$ cat config.mk
export PLATFORM = sky130hd
export DESIGN_NAME = irq_ctrl
export DESIGN_NICKNAME = d
export VERILOG_FILES = /design/src/rtl/irq_ctrl.sv
export SDC_FILE = /design/constraint.sdc
export NUM_CORES = 1
export LEC_CHECK = 0
export BUFFER_PORTS_ARGS = -buffer_cell sky130_fd_sc_hd__buf_2
export CORE_AREA = 2 2 43 45
export DETAILED_ROUTE_END_ITERATION = 8
export DIE_AREA = 0 0 45 47
export HOLD_SLACK_MARGIN = 0.02
export PLACE_DENSITY = 0.74
export SYNTH_ARGS = -nofsm -noshare
export SYNTH_HDL_FRONTEND = slang
export SYNTH_SLANG_ARGS = --single-unit
$ cat constraint.sdc
create_clock -name CLOCK -period 1.9 [get_ports CLOCK]
set_clock_uncertainty 0.05 [all_clocks]
set_input_delay 0.095 -clock CLOCK [delete_from_list [all_inputs] [get_ports CLOCK]]
set_output_delay 0.095 -clock CLOCK [all_outputs]
set_load 0.005 [all_outputs]
$ cat src/rtl/irq_ctrl.sv
// Three-source interrupt controller: edge-latched requests, fixed priority, toggle-coded IRQ lines.
// Define IRQC_TIMER_EN to add the internal periodic timer as a second timer event source.
module irq_ctrl #(
  parameter logic [15:0] MASK_ADDR = 16'hFFF0,
  parameter logic [15:0] EOI_ADDR  = 16'hFFF1,
  parameter logic [15:0] TIMER_DIV = 16'd25000
) (
  input  logic        CLOCK,
  input  logic        RESET,
  input  logic [15:0] I_ADDR,
  input  logic [7:0]  I_DATA,
  input  logic        I_WREN,
  input  logic        EV_KEYB,
  input  logic        EV_MOUSE,
  input  logic        EV_TIMER,
  output logic        O_IRQ_KEYB,
  output logic        O_IRQ_MOUSE,
  output logic        O_IRQ_TIMER,
  output logic [2:0]  O_PENDING,
  output logic [2:0]  O_INSERV
);

  logic [2:0] ev_q;
  logic [2:0] pending;
  logic [2:0] inserv;
  logic [2:0] mask;
  logic [2:0] irq;
  logic [2:0] ev;
  logic [2:0] rise;
  logic [2:0] avail;
  logic [2:0] disp;
  logic       mask_wr;
  logic       eoi_wr;
  logic       tick;
  logic       unused_data;

  assign ev      = {EV_TIMER, EV_MOUSE, EV_KEYB};
  assign mask_wr = I_WREN && (I_ADDR == MASK_ADDR);
  assign eoi_wr  = I_WREN && (I_ADDR == EOI_ADDR);

`ifdef IRQC_TIMER_EN
  logic [15:0] cnt;
  logic        tmr_en;

  assign tick        = tmr_en && (cnt == TIMER_DIV - 16'd1);
  assign unused_data = ^I_DATA[7:4];

  always_ff @(posedge CLOCK) begin
    if (RESET) begin
      cnt    <= '0;
      tmr_en <= 1'b0;
    end else begin
      if (mask_wr) tmr_en <= I_DATA[3];
      if (!tmr_en || tick) cnt <= '0;
      else                 cnt <= cnt + 16'd1;
    end
  end
`else
  assign tick        = 1'b0;
  assign unused_data = ^I_DATA[7:3];
`endif

  assign rise  = (ev & ~ev_q) | {tick, 2'b00};
  assign avail = pending & ~mask;

  // Dispatch looks at pre-write state; only one source per edge.
  always_comb begin
    disp = 3'b000;
    if (inserv == 3'b000) begin
      if (avail[0])      disp = 3'b001;
      else if (avail[1]) disp = 3'b010;
      else if (avail[2]) disp = 3'b100;
    end
  end

  always_ff @(posedge CLOCK) begin
    if (RESET) begin
      ev_q    <= '0;
      pending <= '0;
      inserv  <= '0;
      mask    <= 3'b111;
      irq     <= '0;
    end else begin
      ev_q    <= ev;
      pending <= (pending & ~disp) | rise;
      inserv  <= (inserv & ~(eoi_wr ? I_DATA[2:0] : 3'b000)) | disp;
      irq     <= irq ^ disp;
      if (mask_wr) mask <= I_DATA[2:0];
    end
  end

  assign O_IRQ_KEYB  = irq[0];
  assign O_IRQ_MOUSE = irq[1];
  assign O_IRQ_TIMER = irq[2];
  assign O_PENDING   = pending;
  assign O_INSERV    = inserv;

endmodule

==> flow_summary_export.csv <==
group,metric,value,unit
clock_tree,cts_made_buffers,3,
clock_tree,clock-sinks,15,
route,met3_length,52,µm
final_layout,fill_cells,165,
route,avgViaCountPerCell,4.760,
timing,maxSlewHeadroom,0.7600,
route,met1_length,544,µm
grt,grt_max_degree,19,
die,core_area,1652,µm²
route,wl_met2,701,µm
synth,syn_area_per_cell,9.081,µm²
final_layout,area_growth,39.25,%
clock_tree,worstSkewPairLatency,270,ps
power,vdd_drop_max,0.5244,mV
power,finalPower,559.6,µW
synth,yosysWarnings,0,
synth,syn_nets,96,
clock_tree,cts_tree,"built",
final_layout,fin_nets,135,
place,dpl.hpwl,1.066,mm
route,drtIter0Drc,8,
route,antenna_left,0,
place,finalWeightedCongestion,0.8003,
clock_tree,cts_setup_buffers,0,
synth,netlist-cell-type-count,19,
critical_path,rr_startpoint,"O_INSERV[1]$_SDFF_PP0_",
route,first_pass_iters,4,
final_layout,n_antenna_cell,0,
die,fp.dieW,45,µm
clock_tree,clk_pin_slew,90,ps
grt,grt_usage,0.1318,
timing,final-setup-viol-count,0,
power,pwr-share-seq,0.585,
clock_tree,clock_tree.root_cell,"clkbuf_4",
power,power_density,670.6,nW/µm²
job,maxCapViolations,0,
grt,antenna_found_initial,0,
timing,max_freq,681.5,MHz
timing,holdWs,44.63,ps
clock_tree,clockBufferDepth,2,
critical_path,setup.worst_path.start,"I_ADDR[1]",
critical_path,crit_path_end_kind,"flop",
synth,postSynthCellCount,66,
timing,finalCriticalPeriod,1467,ps
synth,netlist_area,599.3,µm²
route,drc,0,
grt,grt-ovfl-total,0,
power,internal_power,437.3,µW
critical_path,crit_fanout,4,
critical_path,arrival,1620,ps
route,wl_per_cell,10.74,µm
timing,tns,0,ps
critical_path,cp-start-kind,"primary input",
synth,netlist.top_cell.by_area,"dfxtp_1",
die,die-area,2115,µm²
clock_tree,htreeDepth,1,
timing,drv_slew,0,
power,leakage,0.0003743,µW
power,switchingPower,122.4,µW
synth,yosys_register_bits,15,
die,initial_core_util,0.3629,
route,top_layer_used,"met3",
place,numPortBuffers,33,
power,swShare,0.2186,
synth,synthTopCellsByArea,"dfxtp_1, nor2_1, nor2b_1, a21oi_1, mux2i_1",
die,ios,39,
grt,grt_pass1_vias,519,
grt,grt_pass1_wl,2.070,mm
worst_hold_path,hold_start,"I_DATA[2]",
critical_path,required,2060,ps
critical_path,crit_type,"primary input to flop",
route,vias,576,
timing,tightest_slew,359.6,ps
timing,finalCritPeriodShare,0.7723,
die,die_y,47,µm
timing,finalHoldViolations,0,
power,power_frac_clock,0.313,
power,combPwrFrac,0.102,
synth,yosysTopAreaCellShare,0.5010,
route,drt_wl_total,1.299,mm
run_status,status,"finished clean",
final_layout,finish.utilization,0.5053,
die,fp-row-count,15,
timing,rsz0062_at_grt,"false",
worst_hold_path,hold_path_class,"primary input to flop",
final_layout,drive_gt1_frac,0.3654,
synth,ys_seq_area_frac,0.5010,
[layout make-up]
class                           count  area, µm²  share of cell area
Sequential cell                    15      300.3              0.3598
Multi-Input combinational cell     48      287.8              0.3448
Timing Repair Buffer               36      195.2              0.2339
Clock buffer                        4      26.28             0.03148
Tap cell                           17      21.27             0.02549
Inverter                            1      3.754            0.004498
[power by group through the flow]
stage / sequential, µW / combinational, µW / clock, µW
global placement: 334 / 51.4 / 0
global route: 328 / 64.5 / 198
finish: 327 / 57.0 / 175
detailed placement: 335 / 52.7 / 0
CTS: 327 / 57.5 / 178
floorplan: 334 / 19.3 / 0
[worst max-delay path, stage by stage]
cell and delay, ps:
buf_2 90, or4b_1 510, or4_4 580, nor2_4 160
mux2i_1 180
[flip-flops by register name, indices dropped and copies added (netlist names)]
| name | flops |
|---|---|
| ev_q | 3 |
| irq | 3 |
| mask | 3 |
| O_PENDING | 3 |
| O_INSERV | 3 |
[through the flow]
step                      setup WS (ps)  instances  instance area (µm²)
after floorplan                   307.4         66                599.3
after detailed placement          146.7        114                778.2
after CTS                         437.6        121                834.6
after global routing              409.1        121                834.6
after global placement            163.3        114                778.2
final                             432.6        121                834.6
[cells by family after synthesis]
logic type / after synthesis / synth area share
XOR/XNOR: 3 / 0.04385
multiplexers: 3 / 0.05011
flip-flops: 15 / 0.5010
AO/OA/AOI/OAI: 10 / 0.08977
AND/OR/NAND/NOR: 32 / 0.2964
buffers and inverters: 3 / 0.01877
[metal layers]
layer  GRT usage  vias up
met4     0.03529        0
met2      0.2343       12
met1      0.1580      263
met3     0.03462        0
met5           0        -
li1            -      301
[worst paths after layout]
| kind | endpoint | slack, ps | cells after the start |
|---|---|---|---|
| max | mask[0]$_SDFFE_PP1P_ | 430 | 5 |
| max reg2reg | O_PENDING[2]$_SDFF_PP0_ | 550 | 4 |
| min | mask[2]$_SDFFE_PP1P_ | 40 | 3 |
| min reg2reg | O_INSERV[2]$_SDFF_PP0_ | 440 | 2 |
[synth_stat cells]
cell type,instances
or4b_1,1
nor2b_1,7
xor2_1,3
nand4_1,3
mux2i_1,3
o21ai_0,3
nand2_1,3
or4_4,1
dfxtp_1,15
nor3_1,1
nor2_4,1
nor2_1,12
nand2b_1,2
a21oi_1,6
clkbuf_1,1
buf_1,1
o2111ai_1,1
nand4b_1,1
inv_1,1
[repair_timing]
action / 4_1_cts / 5_1_grt
gates resized for setup: 0 / 0
hold buffers: 3 / 0
hold endpoints to repair: 3 / 0
[cell usage in the layout (no fill, tap or decap), types with 2 or more instances in the layout]
cell type      instances
buf_2                 33
dfxtp_1               15
nor2_1                12
nor2b_1                7
a21oi_1                6
nand4_1                3
nand2_1                3
o21ai_0                3
mux2i_1                3
xor2_1                 3
clkbuf_4               3
dlygate4sd3_1          3
nand2b_1               2
Power figures use the tool's default switching activity.
